[src/rtl/sram_access_arbiter.sv]
// ============================================================================
// sram_access_arbiter: round-robin two-port arbiter and fixed-timing sequencer
// for a single-port asynchronous SRAM.            Revision: 1.0
// ============================================================================
`default_nettype none

module sram_access_arbiter #(
  parameter int ADDR_W        = 11,
  parameter int DATA_W        = 8,
  parameter int STROBE_CYCLES = 3
) (
  input  logic              clk,
  input  logic              reset,
  input  logic              a_req,
  input  logic              a_we,
  input  logic [ADDR_W-1:0] a_addr,
  input  logic [DATA_W-1:0] a_wdata,
  output logic              a_ack,
  input  logic              b_req,
  input  logic              b_we,
  input  logic [ADDR_W-1:0] b_addr,
  input  logic [DATA_W-1:0] b_wdata,
  output logic              b_ack,
  output logic [DATA_W-1:0] rdata,
  output logic              busy,
  output logic [ADDR_W-1:0] sram_addr,
  output logic [DATA_W-1:0] sram_dout,
  input  logic [DATA_W-1:0] sram_din,
  output logic              sram_doe,
  output logic              sram_ce_n,
  output logic              sram_oe_n,
  output logic              sram_we_n
);

  localparam int c_cnt_w = (STROBE_CYCLES > 1) ? $clog2(STROBE_CYCLES) : 1;
  localparam logic [c_cnt_w-1:0] c_cnt_load = c_cnt_w'(STROBE_CYCLES - 1);
  localparam logic [c_cnt_w-1:0] c_cnt_one  = c_cnt_w'(1);

  typedef enum logic [1:0] {
    IDLE   = 2'd0,
    SETUP  = 2'd1,
    STROBE = 2'd2,
    HOLD   = 2'd3
  } state_t;

  state_t              state_q, state_d;
  logic [c_cnt_w-1:0]  cnt_q, cnt_d;
  logic                we_q, we_d;
  logic                port_q, port_d;       // 0 = A, 1 = B
  logic                last_q, last_d;       // last granted port
  logic [ADDR_W-1:0]   addr_q, addr_d;
  logic [DATA_W-1:0]   dout_q, dout_d;
  logic [DATA_W-1:0]   rdata_q, rdata_d;
  logic                ce_n_q, ce_n_d;
  logic                oe_n_q, oe_n_d;
  logic                we_n_q, we_n_d;
  logic                doe_q, doe_d;
  logic                a_ack_q, a_ack_d;
  logic                b_ack_q, b_ack_d;

  logic                w_grant_a;
  logic                w_grant_b;
  logic                w_sel_we;
  logic [ADDR_W-1:0]   w_sel_addr;
  logic [DATA_W-1:0]   w_sel_wdata;

  // A wins unless B is also requesting and A was served last.
  assign w_grant_a   = a_req && (!b_req || last_q);
  assign w_grant_b   = b_req && !w_grant_a;
  assign w_sel_we    = w_grant_b ? b_we    : a_we;
  assign w_sel_addr  = w_grant_b ? b_addr  : a_addr;
  assign w_sel_wdata = w_grant_b ? b_wdata : a_wdata;

  always_comb begin
    state_d = state_q;
    cnt_d   = cnt_q;
    we_d    = we_q;
    port_d  = port_q;
    last_d  = last_q;
    addr_d  = addr_q;
    dout_d  = dout_q;
    rdata_d = rdata_q;
    ce_n_d  = ce_n_q;
    oe_n_d  = oe_n_q;
    we_n_d  = we_n_q;
    doe_d   = doe_q;
    a_ack_d = 1'b0;
    b_ack_d = 1'b0;

    case (state_q)
      IDLE: begin
        if (a_req || b_req) begin
          state_d = SETUP;
          port_d  = w_grant_b;
          last_d  = w_grant_b;
          we_d    = w_sel_we;
          addr_d  = w_sel_addr;
          dout_d  = w_sel_wdata;
          ce_n_d  = 1'b0;
          doe_d   = w_sel_we;
        end
      end
      SETUP: begin
        state_d = STROBE;
        cnt_d   = c_cnt_load;
        oe_n_d  = we_q;
        we_n_d  = !we_q;
      end
      STROBE: begin
        if (cnt_q == '0) begin
          state_d = HOLD;
          oe_n_d  = 1'b1;
          we_n_d  = 1'b1;
          a_ack_d = !port_q;
          b_ack_d = port_q;
          if (!we_q) begin
            rdata_d = sram_din;
          end
        end else begin
          cnt_d = cnt_q - c_cnt_one;
        end
      end
      HOLD: begin
        // Releasing ce_n and the driver here guarantees a turnaround cycle.
        state_d = IDLE;
        ce_n_d  = 1'b1;
        doe_d   = 1'b0;
      end
      default: begin
        state_d = IDLE;
      end
    endcase
  end

  always_ff @(posedge clk or posedge reset) begin
    if (reset) begin
      state_q <= IDLE;
      cnt_q   <= '0;
      we_q    <= 1'b0;
      port_q  <= 1'b0;
      last_q  <= 1'b1;
      addr_q  <= '0;
      dout_q  <= '0;
      rdata_q <= '0;
      ce_n_q  <= 1'b1;
      oe_n_q  <= 1'b1;
      we_n_q  <= 1'b1;
      doe_q   <= 1'b0;
      a_ack_q <= 1'b0;
      b_ack_q <= 1'b0;
    end else begin
      state_q <= state_d;
      cnt_q   <= cnt_d;
      we_q    <= we_d;
      port_q  <= port_d;
      last_q  <= last_d;
      addr_q  <= addr_d;
      dout_q  <= dout_d;
      rdata_q <= rdata_d;
      ce_n_q  <= ce_n_d;
      oe_n_q  <= oe_n_d;
      we_n_q  <= we_n_d;
      doe_q   <= doe_d;
      a_ack_q <= a_ack_d;
      b_ack_q <= b_ack_d;
    end
  end

  assign busy      = (state_q != IDLE);
  assign a_ack     = a_ack_q;
  assign b_ack     = b_ack_q;
  assign rdata     = rdata_q;
  assign sram_addr = addr_q;
  assign sram_dout = dout_q;
  assign sram_doe  = doe_q;
  assign sram_ce_n = ce_n_q;
  assign sram_oe_n = oe_n_q;
  assign sram_we_n = we_n_q;

endmodule

`default_nettype wire
[config.mk]
export PLATFORM = sky130hd
export DESIGN_NAME = sram_access_arbiter
export DESIGN_NICKNAME = d
export VERILOG_FILES = /design/src/rtl/sram_access_arbiter.sv
export SDC_FILE = /design/constraint.sdc
export NUM_CORES = 1
export LEC_CHECK = 0
export ABC_CLOCK_PERIOD_IN_PS = 1970
export BUFFER_PORTS_ARGS = -buffer_cell sky130_fd_sc_hd__buf_2
export CORE_MARGIN = 3
export CORE_UTILIZATION = 35
export CTS_CLUSTER_SIZE = 24
export DETAILED_ROUTE_END_ITERATION = 8
export GPL_TIMING_DRIVEN = 0
export MAX_ROUTING_LAYER = met4
export PLACE_DENSITY = 0.61
export SLEW_MARGIN = 10
export SYNTH_ARGS = -nofsm -noshare
export SYNTH_HDL_FRONTEND = slang
export SYNTH_SLANG_ARGS = --single-unit
[constraint.sdc]
create_clock -name clk -period 1.97 [get_ports clk]
set_input_delay 0.0985 -clock clk [delete_from_list [all_inputs] [get_ports clk]]
set_output_delay 0.0985 -clock clk [all_outputs]
set_load 0.1 [all_outputs]
After elaboration in Yosys (flattened, before gate mapping)
Index checks and enable logic that the tools add are counted.
{ "word_totals": {"output_inout_bits": 34, "wordCells": 60, "ff_bits": 40, "in_bits": 52} }
{ "op_classes": {"n_bitwise": 1, "reduce_logical": 19, "eq_ne": 6, "n_addsub": 1, "muxes": 19} }
{ "op_table": {"columns": ["cell", "count"], "rows": [
  ["two-way mux 11 bit", 1],
  ["AND reduction 2 bit", 5],
  ["two-way mux 1 bit", 8],
  ["two-way mux 8 bit", 1],
  ["case mux 1 bit (2 select lines)", 4],
  ["case mux 2 bit (4 select lines)", 1],
  ["two-way mux 2 bit", 3],
  ["!= test 2 bit (second input constant)", 3],
  ["nonzero test 2 bit", 3],
  ["== test 2 bit (second input constant)", 2],
  ["logical NOT 1 bit", 4],
  ["logical NOT 2 bit", 2],
  ["case mux 2 bit (2 select lines)", 1],
  ["AND reduction 3 bit", 1],
  ["== test 2 x 1 -> 1 bit (second input constant)", 1],
  ["logical AND 1 bit", 2],
  ["logical OR 1 bit", 2],
  ["subtractor 2 x 1 -> 2 bit (second input constant)", 1],
  ["NOT 1 bit", 1]
]} }

Depth between registers and ports, before layout
{ "logic_depth": {"ltp_word": 8, "mapped_depth": 7, "ltp_nobuf": 5} }

Worst setup path before layout
Ideal clock, no wire load.
{ "synth_timing": {"path_kind": "register -> register", "startpoint": "register state_q[0]", "endpoint": "register port_q", "setup_slack_ns": 0.260, "synth_period_minus_slack_ns": 1.710, "n_path_buf": 1, "required_ns": 1.808, "stages_incl_launch_ff": 6, "setup_time_ns": 0.162, "arrival_ns": 1.548, "cell_sequence": "dfrtp_1 > inv_1 > ha_1 > buf_2 > inv_1 > o21ai_0"} }
{ "synth_between": {"elab_chain_cells": 2} }
{ "synth_rtl": {"columns": ["item", "line_no", "source"], "rows": [
  ["from (decl)", "46", "state_t state_q, state_d;"],
  ["from (signal assigned)", "152", "state_q <= state_d;"],
  ["logical NOT 2 bit", "90", "case (state_q)"],
  ["AND reduction 2 bit (no line)", null, null],
  ["to (signal assigned)", "155", "port_q <= port_d;"],
  ["to (decl)", "49", "logic port_q, port_d;"]
]} }
Every way passes these cells.
A chain may end at the register's enable or synchronous reset.

Final worst setup path
{ "layout_timing": {"startpoint": "register state_q[0]", "endpoint": "output port busy"} }
{ "layout_between": {"elab_chain_cells": 1} }
{ "layout_rtl": {"columns": ["item", "line_no", "source"], "rows": [
  ["nonzero test 2 bit", "169", "assign busy = (state_q != IDLE);"],
  ["to (decl)", "25", "output logic busy,"]
]} }
Every way passes these cells.

==> flow_summary.json <==
{
  "min_to": "last_q",
  "wl_mm": 3.89,
  "clk-insertion-delay-late_ns": 0.29,
  "hold_path_class": "primary input to flop",
  "postCtsHoldBufs": 1,
  "synth.yosys.seq_area_share": 0.556,
  "grt-ovfl-total": 0,
  "maxCapViolations": 0,
  "io_pins": 86,
  "slew_headroom": 0.665,
  "arrival_ns": 1.65,
  "dpl.hpwl_mm": 3.08,
  "maxSlewViolCount": 0,
  "ctsResizeCount": 0,
  "synth_top_area_share": 0.498,
  "setup_viol": 0,
  "worst-r2r-setup-slack_ns": 0.32,
  "r2r_cells": 6,
  "hold_viol": 0,
  "vias": 1437,
  "die_area_um2": 6070,
  "skew_ns": 0.00894,
  "num_rows": 25,
  "die-height_um": 77.9,
  "syn_inst": 157,
  "core_um2": 4850,
  "final_layout_size_suffix_gt1_frac": 0.466,
  "nNetsFinal": 308,
  "cts_buffers": 5,
  "crit_type": "flop to output port",
  "wl_per_cell_um": 12.2,
  "fmax_ghz": 0.572,
  "root_buffer": "clkbuf_8",
  "gp_congestion": 0.740,
  "post_cts_buffers": 0,
  "outcome": "completed",
  "clockBufferDepth": 2,
  "first_pass_iters": 4,
  "startpoint_type": "flop",
  "synth_top_cells_by_area": "dfrtp_1 (50%), mux2i_1 (11%), dfstp_2 (5.8%)",
  "grt_pass1_vias": 1411,
  "die_x_um": 77.9,
  "grt_usage": 0.141,
  "yosys_register_bits": 40,
  "synth_area_um2": 1810,
  "grt_pass1_wl_mm": 6.67,
  "num_antenna_cells": 0,
  "clock-sinks": 40,
  "area_growth_pct": 34.3,
  "start_util": 0.373,
  "synth_top_area_cell": "dfrtp_1",
  "reg2reg_to": "sram_addr[7]",
  "final.setup.tns_ns": 0,
  "via_per_inst": 4.52,
  "worst_slew_pin_slew_ns": 0.506,
  "cp-end-kind": "output port",
  "grt_start_max_net_pins": 31,
  "cts_tree": "done",
  "syn-num-nets": 214,
  "first_iter_violations": 72,
  "critPathRequiredTime_ns": 1.87,
  "yosys_warnings": 0,
  "clk_pin_slew_ns": 0.07,
  "portBuffers": 85,
  "path_max_fanout": 8,
  "syn-mean-instance-area_um2": 11.5,
  "fin_crit_sh": 0.887,
  "min_path_cells": 2,
  "drcViolationCount": 0,
  "ys_types": 29,
  "hp-start": "a_req",
  "min_period_ns": 1.75,
  "cts-htree-levels": 2,
  "drtAntennaViolNets": 0,
  "antenna_found_initial": 0,
  "r2r_start": "state_q[0]",
  "rsz0062_at_grt": "no"
}
-- critical path, cell delays in order, from the launching register on --
cell	delay [ns]
dfrtp_1	0.40
inv_1	0.08
ha_1	0.19
buf_2	0.17
inv_1	0.09
buf_2	0.43
-- cells by family (layout without fill, tap and decap cells) --
group           Yosys count  after routing  synth area share
flops                    40             40             0.556
mux                      29             29             0.167
fa+ha+maj                 5              5            0.0346
buf+inv                  15            109            0.0429
compound gates           35             35             0.121
simple gates             33             33            0.0788
-- layer usage --
| metal | vias up | share of wire | GRT usage |
|---|---|---|---|
| li1 | 724 | - | - |
| met1 | 654 | 0.43 | 0.176 |
| met2 | 53 | 0.48 | 0.222 |
| met3 | 6 | 0.075 | 0.0464 |
| met4 | 0 | 0.012 | 0.0367 |
| met5 | - | 0 | - |
-- cells in the mapped netlist --
cell	count
a21boi_0	1
buf_6	2
nand3_1	1
a2bb2oi_1	3
clkbuf_1	1
mux2_1	1
ha_1	5
a31oi_1	1
nor2_1	5
nand2b_1	1
mux2i_1	20
mux2_2	8
o21ai_1	19
and3_1	1
o31ai_1	1
o22a_1	2
and2b_1	1
dfstp_2	4
nor2b_1	1
a21oi_1	3
inv_1	7
a21oi_2	1
nand3_2	1
a21bo_4	1
o21ai_0	2
o21ai_2	1
buf_2	5
nand2_1	22
dfrtp_1	36
-- cells in the final DEF (no fill, tap or decap), types with 4 or more instances in the layout --
master,netlist,final
buf_2,5,90
dfrtp_1,36,36
nand2_1,22,22
mux2i_1,20,20
o21ai_1,19,19
mux2_2,8,8
inv_1,7,6
nor2_1,5,5
ha_1,5,5
clkbuf_8,0,5
dfstp_2,4,4
-- worst max-delay path by stage --
stage | start | endpoint | slack [ns] | depth (start not counted)
after CTS | state_q[0] | busy | 0.20 | 5
after detailed placement | state_q[0] | sram_addr[6] | 0.29 | 6
after floorplan | state_q[0] | port_q | 0.26 | 5
after global routing | state_q[0] | busy | 0.12 | 5
final | state_q[0] | busy | 0.22 | 5
after global placement | state_q[0] | sram_addr[5] | 0.32 | 6
-- per-stage QoR --
step / area [um^2] / utilization / setup slack, ns / hold slack, ns / cells
after floorplan: 1810 / - / 0.260 / 0.172 / 157
after global routing: 2430 / 0.501 / 0.122 / 0.0327 / 318
after global placement: 2320 / 0.478 / 0.322 / 0.321 / 309
final: 2430 / 0.501 / 0.222 / 0.0386 / 318
after detailed placement: 2340 / 0.482 / 0.289 / 0.0349 / 310
after CTS: 2430 / 0.501 / 0.196 / 0.0324 / 318
-- cell type report --
| cell class | count | area [um^2] |
|---|---|---|
| Timing Repair Buffer | 87 | 455 |
| Tap cell | 67 | 83.8 |
| Buffer | 8 | 51.3 |
| Sequential cell | 40 | 1010 |
| Inverter | 7 | 26.3 |
| Clock inverter | 2 | 12.5 |
| Multi-Input combinational cell | 102 | 726 |
| Fill cell | 475 | 2420 |
| Clock buffer | 5 | 68.8 |
-- registers in the layout, summed over array words and instances, names as in the netlist, 2 cells and up --
name / cells
rdata: 8
sram_dout: 8
cnt_q: 2
sram_addr: 11
state_q: 2
Power is not shown: default switching activity piles up to over one toggle a cycle in this logic, so the estimate is an artifact.
